[config.mk]
export PLATFORM = sky130hd
export DESIGN_NAME = mcif_rsp_route5
export DESIGN_NICKNAME = d
export VERILOG_FILES = /design/src/rtl/mcif_rsp_route5_pkg.sv /design/src/rtl/mcif_tag_fifo.sv /design/src/rtl/mcif_rsp_route5.sv
export SDC_FILE = /design/constraint.sdc
export NUM_CORES = 1
export LEC_CHECK = 0
export ABC_AREA = 1
export BUFFER_PORTS_ARGS = -buffer_cell sky130_fd_sc_hd__buf_2
export CAP_MARGIN = 15
export CORE_ASPECT_RATIO = 1.5
export CORE_MARGIN = 3
export CORE_UTILIZATION = 44
export CTS_CLUSTER_SIZE = 16
export DETAILED_ROUTE_END_ITERATION = 8
export PLACE_DENSITY = 0.88
export RECOVER_POWER = 100
export SYNTH_ARGS = -nofsm -noshare
export SYNTH_HDL_FRONTEND = slang
export SYNTH_SLANG_ARGS = --single-unit
[constraint.sdc]
create_clock -name clk -period 1.9 [get_ports clk]
set_clock_uncertainty 0.05 [all_clocks]
set_input_delay 0.095 -clock clk [delete_from_list [all_inputs] [get_ports clk]]
set_output_delay 0.095 -clock clk [all_outputs]
set_load 0.01 [all_outputs]
[src/rtl/mcif_rsp_route5_pkg.sv]
// Shared definitions for the mcif response router: client port count,
// arbiter id width, default tag depth and the router FSM encoding.
package mcif_rsp_route5_pkg;

    localparam int MCIF_ARB_PORT_NUM  = 5;
    localparam int MCIF_ARB_ID_W      = 3;
    localparam int MCIF_RSP_TAG_DEPTH = 8;

    typedef enum logic {
        MCIF_RSP_IDLE  = 1'b0,
        MCIF_RSP_BURST = 1'b1
    } rsp_state_e;

    // An id names a real client port only when it is below the port count.
    function automatic logic is_valid_id(input logic [MCIF_ARB_ID_W-1:0] id);
        return id < MCIF_ARB_ID_W'(MCIF_ARB_PORT_NUM);
    endfunction

endpackage

[src/rtl/mcif_tag_fifo.sv]
// Outstanding-command tag FIFO: synchronous, power-of-two depth, head entry
// visible combinationally so the router can load it in the pop cycle.
module mcif_tag_fifo #(
    parameter int W     = 7,
    parameter int DEPTH = 8
) (
    input  logic         clk,
    input  logic         rst,
    input  logic         i_push,
    input  logic [W-1:0] i_push_data,
    input  logic         i_pop,
    output logic [W-1:0] o_head,
    output logic         o_full,
    output logic         o_empty
);

    localparam int AW    = $clog2(DEPTH);
    localparam int PTR_W = AW + 1;

    logic [W-1:0]     r_mem [DEPTH];
    logic [PTR_W-1:0] r_wr_ptr;
    logic [PTR_W-1:0] r_rd_ptr;
    logic             w_do_push;
    logic             w_do_pop;

    // The extra pointer bit separates "full" from "empty" when indices match.
    assign o_empty   = (r_wr_ptr == r_rd_ptr);
    assign o_full    = (r_wr_ptr[AW] != r_rd_ptr[AW]) &&
                       (r_wr_ptr[AW-1:0] == r_rd_ptr[AW-1:0]);
    assign w_do_push = i_push && !o_full;
    assign w_do_pop  = i_pop && !o_empty;
    assign o_head    = r_mem[r_rd_ptr[AW-1:0]];

    // Pointer update; a push while full is ignored here as well.
    always_ff @(posedge clk or posedge rst) begin
        // NOTE: sequential state uses non-blocking assignments so every
        // register samples pre-edge values regardless of statement order.
        if (rst) begin
            r_wr_ptr <= '0;
            r_rd_ptr <= '0;
        end else begin
            if (w_do_push) r_wr_ptr <= r_wr_ptr + PTR_W'(1);
            if (w_do_pop)  r_rd_ptr <= r_rd_ptr + PTR_W'(1);
        end
    end

    // Storage write.
    // NOTE: the array has no reset; the pointers alone define which entries
    // are valid, so clearing the storage would add nothing.
    always_ff @(posedge clk) begin
        if (w_do_push) r_mem[r_wr_ptr[AW-1:0]] <= i_push_data;
    end

endmodule

[src/rtl/mcif_rsp_route5.sv]
// Return-path router for the 5-way read arbiter. Records every issued
// {id, len} in a tag FIFO and steers in-order memory response beats to the
// owning client with zero latency. Beats for ids above 4 are discarded.
// Optional build macro MCIF_RSP_STALL_CNT_EN adds stall_cnt[15:0], a
// saturating count of BURST cycles where a beat is offered but not taken.
module mcif_rsp_route5
    import mcif_rsp_route5_pkg::*;
#(
    parameter int DW        = 64,
    parameter int LENW      = 4,
    parameter int TAG_DEPTH = MCIF_RSP_TAG_DEPTH
) (
    input  logic                          clk,
    input  logic                          rst,
    input  logic                          cmd_vld,
    input  logic [MCIF_ARB_ID_W-1:0]      cmd_id,
    input  logic [LENW-1:0]               cmd_len,
    output logic                          cmd_rdy,
    input  logic                          rsp_vld,
    input  logic [DW-1:0]                 rsp_data,
    output logic                          rsp_rdy,
    output logic [MCIF_ARB_PORT_NUM-1:0]  cli_rsp_vld,
    output logic [DW-1:0]                 cli_rsp_data,
    output logic                          cli_rsp_last,
    input  logic [MCIF_ARB_PORT_NUM-1:0]  cli_rsp_rdy,
    output logic                          err_bad_id,
    output logic                          err_orphan
`ifdef MCIF_RSP_STALL_CNT_EN
   ,output logic [15:0]                   stall_cnt
`endif
);

    localparam int TW = MCIF_ARB_ID_W + LENW;

    rsp_state_e               r_state;
    logic [MCIF_ARB_ID_W-1:0] r_cur_id;
    logic [LENW-1:0]          r_cur_len;
    logic [LENW-1:0]          r_beat_cnt;
    logic                     r_err_bad_id;

    logic                     w_push;
    logic                     w_pop;
    logic                     w_full;
    logic                     w_empty;
    logic [TW-1:0]            w_head;
    logic [MCIF_ARB_ID_W-1:0] w_head_id;
    logic [LENW-1:0]          w_head_len;
    logic                     w_burst;
    logic                     w_cur_good;
    logic                     w_last;
    logic                     w_hs;

    assign w_head_id  = w_head[TW-1:LENW];
    assign w_head_len = w_head[LENW-1:0];

    // cmd_rdy is only the registered full flag; a same-cycle pop never
    // bypasses it, so a command offered while full is simply dropped.
    assign cmd_rdy    = !w_full;
    assign w_push     = cmd_vld && !w_full;

    assign w_burst    = (r_state == MCIF_RSP_BURST);
    assign w_cur_good = is_valid_id(r_cur_id);
    assign w_last     = (r_beat_cnt == r_cur_len);
    assign w_hs       = rsp_vld && rsp_rdy;

    // Pop when idle with work queued, or on the final beat of a burst so the
    // next burst follows without a bubble.
    assign w_pop = !w_empty &&
                   ((r_state == MCIF_RSP_IDLE) || (w_burst && w_hs && w_last));

    mcif_tag_fifo #(
        .W     (TW),
        .DEPTH (TAG_DEPTH)
    ) u_tag_fifo (
        .clk         (clk),
        .rst         (rst),
        .i_push      (w_push),
        .i_push_data ({cmd_id, cmd_len}),
        .i_pop       (w_pop),
        .o_head      (w_head),
        .o_full      (w_full),
        .o_empty     (w_empty)
    );

    assign cli_rsp_data = rsp_data;
    assign err_bad_id   = r_err_bad_id;

    // Zero-latency steering of the current beat to the owning client.
    always_comb begin
        // NOTE: every output gets a default first so no path leaves one
        // unassigned, which would otherwise infer a latch.
        rsp_rdy      = 1'b0;
        cli_rsp_vld  = '0;
        cli_rsp_last = 1'b0;
        err_orphan   = (r_state == MCIF_RSP_IDLE) && rsp_vld && w_empty;
        if (w_burst) begin
            if (w_cur_good) begin
                cli_rsp_last = w_last;
                for (int i = 0; i < MCIF_ARB_PORT_NUM; i++) begin
                    if (r_cur_id == MCIF_ARB_ID_W'(i)) begin
                        cli_rsp_vld[i] = rsp_vld;
                        rsp_rdy        = cli_rsp_rdy[i];
                    end
                end
            end else begin
                rsp_rdy = 1'b1;
            end
        end
    end

    // Burst tracking FSM: loads the FIFO head, counts beats, chains bursts.
    always_ff @(posedge clk or posedge rst) begin
        if (rst) begin
            r_state      <= MCIF_RSP_IDLE;
            r_cur_id     <= '0;
            r_cur_len    <= '0;
            r_beat_cnt   <= '0;
            r_err_bad_id <= 1'b0;
        end else begin
            if (w_pop && !is_valid_id(w_head_id)) r_err_bad_id <= 1'b1;
            case (r_state)
                MCIF_RSP_IDLE: begin
                    if (!w_empty) begin
                        r_cur_id   <= w_head_id;
                        r_cur_len  <= w_head_len;
                        r_beat_cnt <= '0;
                        r_state    <= MCIF_RSP_BURST;
                    end
                end
                MCIF_RSP_BURST: begin
                    if (w_hs) begin
                        if (!w_last) begin
                            r_beat_cnt <= r_beat_cnt + LENW'(1);
                        end else if (!w_empty) begin
                            r_cur_id   <= w_head_id;
                            r_cur_len  <= w_head_len;
                            r_beat_cnt <= '0;
                        end else begin
                            r_state <= MCIF_RSP_IDLE;
                        end
                    end
                end
                default: r_state <= MCIF_RSP_IDLE;
            endcase
        end
    end

`ifdef MCIF_RSP_STALL_CNT_EN
    logic [15:0] r_stall_cnt;

    assign stall_cnt = r_stall_cnt;

    // Saturating count of cycles where memory offers a beat the client stalls.
    always_ff @(posedge clk or posedge rst) begin
        if (rst) begin
            r_stall_cnt <= '0;
        end else if (w_burst && rsp_vld && !rsp_rdy && (r_stall_cnt != 16'hFFFF)) begin
            r_stall_cnt <= r_stall_cnt + 16'd1;
        end
    end
`endif

endmodule

-- Word level (Yosys, flattened, before mapping)
Memories as Yosys holds them, arrays and structs flattened.
Cells that the tools add are included.
- add/subtract/negate cells: 3
- multipliers: 0
- div/mod/pow operators: 0
- order comparisons: 2
- equal/unequal tests: 10
- shift operators: 0
- muxes and demuxes: 34
- bitwise logic cells: 1
- reductions and logical operators: 17
- operators with widths (cell ; count):
    $mux 4 ; 6
    $mux 1 ; 19
    $pmux 4 s2 ; 2
    $add 4x1->4 const B ; 3
    $logic_and 1x1->1 ; 11
    $mux 5 ; 2
    $mux 3 ; 3
    $eq 4x4->1 ; 2
    $eq 3x2->1 const B ; 2
    $lt 3x3->1 const B ; 2
    $pmux 3 s2 ; 1
    $ne 2x1->1 const B ; 2
    $eq 3x1->1 const B ; 1
    $eq 3x3->1 ; 1
    $eq 3x3->1 const B ; 1
    $logic_not 1->1 ; 3
    $logic_not 3->1 ; 1
    $pmux 1 s2 ; 1
    $reduce_and 2->1 ; 1
    $logic_or 1x1->1 ; 1
    $ne 1x1->1 ; 1
    $not 1->1 ; 1
- bits in registers: 21
- latch bits: 0
- memory bits (writable): 56
- ROM bits: 0
- output and inout bits: 74
- word-level logic and storage cells: 75
- memories: 1
- memory list (name ; depth ; bits a word ; rd ports ; clocked after memory_dff ; wr ports ; RTL line ; RTL):
    u_tag_fifo.r_mem ; 8 ; 7 ; 1 ; 0 ; 1 ; mcif_tag_fifo.sv:20 ; logic [W-1:0] r_mem [DEPTH];

-- Depth between registers and ports, before layout
- word-level depth: 14
- depth in mapped cells: 12
- depth with buffers taken out: 10

-- By module
From an unflattened synthesis, not the netlist that was laid out.
- cell total of the unflattened synthesis: 421
- area, all modules: 4045.1 um2
- by module, submodules not included (module ; times used ; cells each ; area each (um2) ; seq. area each (um2)):
    mcif_tag_fifo ; 1 ; 245 ; 2721.4 ; 1881.8
    mcif_rsp_route5 ; 1 ; 176 ; 1323.8 ; 325.3

-- Least setup slack after synthesis
Ideal clock, no wire load.
- path type: register to register
- from: register u_tag_fifo.r_rd_ptr[2]
- to: memory u_tag_fifo.r_mem[6][0], enable pin
- data arrival time: 1.677 ns
- required time: 1.460 ns
- path slack: -0.218 ns
- stages on the path, launching flop included: 9
- path buffers: 1
- path through: dfrtp_1 buf_4 inv_2 nand2_1 nand2_1 nor2_1 nand2_2 nand2_2 nor4_1
- word-level cells in the longest chain between the ends: 7
- RTL lines (item ; RTL line ; RTL):
    start: declaration ; mcif_tag_fifo.sv:22 ; logic [PTR_W-1:0] r_rd_ptr;
    start signal: assignment ; mcif_tag_fifo.sv:43 ; if (w_do_pop) r_rd_ptr <= r_rd_ptr + PTR_W'(1);
    $eq 3x3->1 * ; mcif_tag_fifo.sv:29 ; (r_wr_ptr[AW-1:0] == r_rd_ptr[AW-1:0]);
    $logic_and 1x1->1 * ; mcif_tag_fifo.sv:28 ; assign o_full = (r_wr_ptr[AW] != r_rd_ptr[AW]) &&
    $logic_not 1->1 * ; - ;
    via cmd_rdy ; mcif_rsp_route5.sv:18 ; output logic cmd_rdy,
    $logic_and 1x1->1 ; mcif_rsp_route5.sv:59 ; assign w_push = cmd_vld && !w_full;
    $logic_and 1x1->1 * ; mcif_tag_fifo.sv:30 ; assign w_do_push = i_push && !o_full;
    $mux 1 * ; mcif_tag_fifo.sv:51 ; if (w_do_push) r_mem[r_wr_ptr[AW-1:0]] <= i_push_data;
    $mux 1 (implied by the code) * ; mcif_tag_fifo.sv:51 ;
    end: declaration ; mcif_tag_fifo.sv:20 ;
The timed path passes the listed nets; every way through them passes the cells marked *.

-- Worst setup path in the final report
- from: register r_cur_id[1]
- to: output rsp_rdy
- word-level cells in the longest chain between the ends: 8
- elaborated cells on any way between the ends: 13
- RTL lines (item ; RTL line ; RTL):
    start: declaration ; mcif_rsp_route5.sv:36 ; logic [MCIF_ARB_ID_W-1:0] r_cur_id;
    start signal: assignment ; mcif_rsp_route5.sv:124 ; r_cur_id <= w_head_id;
    start signal: assignment ; mcif_rsp_route5.sv:135 ; r_cur_id <= w_head_id;
    $logic_not 3->1 ; mcif_rsp_route5.sv:100 ; if (r_cur_id == MCIF_ARB_ID_W'(i)) begin
    $mux 1 (5 in a row) ; mcif_rsp_route5.sv:100 ;
    $mux 1 * ; mcif_rsp_route5.sv:97 ; if (w_cur_good) begin
    $mux 1 * ; mcif_rsp_route5.sv:96 ; if (w_burst) begin
    end: declaration ; mcif_rsp_route5.sv:21 ; output logic rsp_rdy,
Every way passes the cells marked *; elsewhere a longest branch is shown, timed or not.

==> impl_metrics.csv <==
group,metric,value,unit
timing,worst_hold_slack,0.03583,ns
power_and_ir_drop,leakagePower,0.001721,uW
clock_tree,insertion_delay,0.33,ns
logic_synthesis,ys_warn_count,0,
timing,slew_violations,0,
drt,wl,11130,um
final_layout,final_common_cell,"nand2_1",
final_layout,nFillCells,777,
floorplanning,die_y,122.5,um
logic_synthesis,async_flop_share,0.2727,
global_routing,antenna_found_initial,1,
timing,tightest_slew,0.8062,ns
logic_synthesis,synthCells,403,
placed_design,port_buffers,25,
drt,postRouteAntennaNets,0,
placed_design,dp_hpwl,8838,um
floorplanning,start_util,0.4623,
final_layout,final_cell_mix,"nand2_1 (87), edfxtp_1 (56), nor2_1 (41)",
timing,setup_violations,0,
global_routing,grt_pass1_wl,16220,um
worst_setup_path,cp_slowest_cell,"dfrtp_1",
logic_synthesis,syn_area_per_cell,9.885,um^2
global_routing,grt_usage,0.2205,
drt,drcViolationCount,0,
logic_synthesis,seq_area_frac_synth,0.5540,
timing,final-hold-violation-count,0,
timing,max_freq,553.8,MHz
logic_synthesis,syn-num-nets,486,
outcome,status,"finished, final reports clean",
timing,rsz0062_at_grt,"no",
worst_setup_path,rr_worst_depth,8,
global_routing,grt_max_degree,31,
drt,drt_iter0_markers,174,
clock_tree,cts_tree,"done",
clock_tree,cts_made_buffers,9,
job,max_cap_violations,0,
timing,fin_crit,1.806,ns
worst_setup_path,ff2ff_setup_slack,0.14,ns
drt,drt-pass1-iter-count,5,
logic_synthesis,ys.flop_type,"edfxtp_1",
worst_setup_path,cp-startpoint,"r_cur_id[1]$_DFFE_PP0P_",
worst_setup_path,crit_arrival,1.66,ns
worst_setup_path,r2r_end,"u_tag_fifo.r_mem[4][4]$_DFFE_PP_",
drt,wl_per_cell,22.48,um
final_layout,area_delta_synth_final,2.607,%
floorplanning,pin_count,154,
final_layout,drive_above_1_share,0.1628,
drt,via_count,2627,
worst_setup_path,slowest_delay,0.49,ns
clock_tree,cts_root_buf,"clkbuf_16",
clock_tree,clk_pin_slew_worst_paths,0.05,ns
timing,final.setup.worst_slack,0.09425,ns
worst_setup_path,regToRegStartpoint,"u_tag_fifo.r_wr_ptr[1]$_DFFE_PP0P_",
worst_setup_path,required,1.75,ns
worst_setup_path,worstSetupPathType,"reg2out",
timing,finalSetupTns,0,ns
final_layout,finalNetCount,466,
hold_path,min-delay-path-class,"in2reg",
floorplanning,std_cell_rows,41,
worst_setup_path,critPathCaptureType,"output port",
timing,slew_headroom,0.4619,
worst_setup_path,cp_cell_sequence,"nand2_1 > o21ai_1 > nor2_2 > a21oi_1 > clkbuf_2",
floorplanning,dieArea,10260,um^2
logic_synthesis,synth.cell_area,3984,um^2
power_and_ir_drop,ir_drop,0.0008039,V
drt,vias_per_cell,5.307,
placed_design,gp_congestion,0.9959,
floorplanning,core-area,8618,um^2
floorplanning,fp.dieW,83.69,um
placed_design,place_ws,0.01340,ns
logic_synthesis,yosysUniqueCellTypes,31,
timing,post-route-period-util,0.9504,
worst_setup_path,worstPathMaxFanout,8,
global_routing,grt_pass1_vias,2686,
clock_tree,clockBufferDepth,2,
worst_setup_path,crit_end,"rsp_rdy",
worst_setup_path,worstSetupStartpointType,"register",
clock_tree,cts_sinks,77,
logic_synthesis,ys_seq_elements,77,
clock_tree,htreeDepth,3,
logic_synthesis,synth_edf_count,56,
power_and_ir_drop,powerDensity,1582,nW/um^2
global_routing,grt.overflow.total,0,
## per-layer routing
metal | GRT usage | wire length, um
met1 | 0.1695 | 3019
met2 | 0.3745 | 5497
met3 | 0.1780 | 2053
met4 | 0.1338 | 559
met5 | 0 | 0
## metrics by stage
| stage | area, um^2 | cells | utilization | total power, uW |
|---|---|---|---|---|
| global route | 4085 | 494 | 0.4740 | 6906 |
| floorplan | 3990 | 403 | - | 4336 |
| global placement | 3824 | 475 | 0.4437 | 4819 |
| finish | 4088 | 495 | 0.4743 | 6469 |
| detailed placement | 3824 | 475 | 0.4437 | 4940 |
| CTS | 4085 | 491 | 0.4740 | 6419 |
## worst min-delay path by stage
stage                           start                                 end  slack [ns]  cells past startpoint
after floorplan                   rst              err_bad_id$_DFFE_PP0P_        0.02                      1
after global placement    rsp_data[9]                     cli_rsp_data[9]        0.14                      0
after detailed placement  rsp_data[9]                     cli_rsp_data[9]        0.14                      0
after CTS                   cmd_id[2]    u_tag_fifo.r_mem[5][6]$_DFFE_PP_        0.04                      1
after global routing          cmd_vld  u_tag_fifo.r_wr_ptr[0]$_DFFE_PP0P_        0.07                      4
final                         cmd_vld  u_tag_fifo.r_wr_ptr[0]$_DFFE_PP0P_        0.04                      4
## state kept, by name (all words and copies together), names as in the netlist
register             cells
u_tag_fifo.r_mem        56
r_beat_cnt               4
r_cur_id                 3
u_tag_fifo.r_rd_ptr      4
err_bad_id               1
u_tag_fifo.r_wr_ptr      4
r_state                  1
r_cur_len                4
## area by class of cell
class | count | area [um^2] | share of cell area
sequential | 77 | 2210 | 0.5406
multi-input combinational | 229 | 1149 | 0.2810
timing repair buffer | 46 | 269.0 | 0.06581
clock buffer | 11 | 232.7 | 0.05693
tap | 107 | 133.9 | 0.03275
inverter | 20 | 75.07 | 0.01837
clock inverter | 4 | 16.27 | 0.003979
antenna | 1 | 2.502 | 0.0006122
## report_power, final
part	internal [uW]	total (uW)	switching (uW)
registers	2200	2450	249
logic	910	2570	1660
clock network	859	1450	587
total	3970	6470	2500
## synth_stat cells (2+ instances only)
cell type / instances / share of area
buf_2: 5 / 0.0063
buf_4: 66 / 0.12
buf_6: 3 / 0.0085
clkbuf_1: 3 / 0.0028
dfrtp_1: 21 / 0.13
edfxtp_1: 56 / 0.42
ha_1: 3 / 0.0094
inv_1: 17 / 0.016
inv_2: 3 / 0.0028
nand2_1: 88 / 0.083
nand2_2: 3 / 0.0047
nand2_4: 2 / 0.0057
nand3_1: 25 / 0.031
nor2_1: 42 / 0.040
nor2_2: 2 / 0.0031
nor4_1: 4 / 0.0063
o21ai_0: 24 / 0.030
o22ai_1: 8 / 0.013
or2_2: 5 / 0.0079
xnor2_1: 4 / 0.0088
xor2_1: 9 / 0.020
## timing repair
item	4_1_cts	5_1_grt
pin swaps	0	2
setup endpoints to repair	7	44
buffers inserted	0	3
hold buffers	1	0
endpoints found under the hold margin	21	0
gates resized for setup	1	9
## worst max-delay path: cells and delay by family (launching register included)
family | cells | cell delay (ns)
DFF | 1 | 0.49
AOI/OAI and AO/OA | 2 | 0.43
buffers and inverters | 1 | 0.20
and+or+nand+nor | 2 | 0.19
## kinds of logic (layout without fill, tap and decap cells)
logic type | Yosys count | count (layout) | share of synthesized area
other cells | 0 | 1 | 0
xor+xnor | 13 | 13 | 0.02858
compound gates | 37 | 37 | 0.05402
buf+inv | 97 | 81 | 0.1608
fa+ha+maj | 3 | 3 | 0.009423
simple gates | 176 | 176 | 0.1932
flops | 77 | 77 | 0.5540
Note: power is estimated with default switching activity, not from simulation.
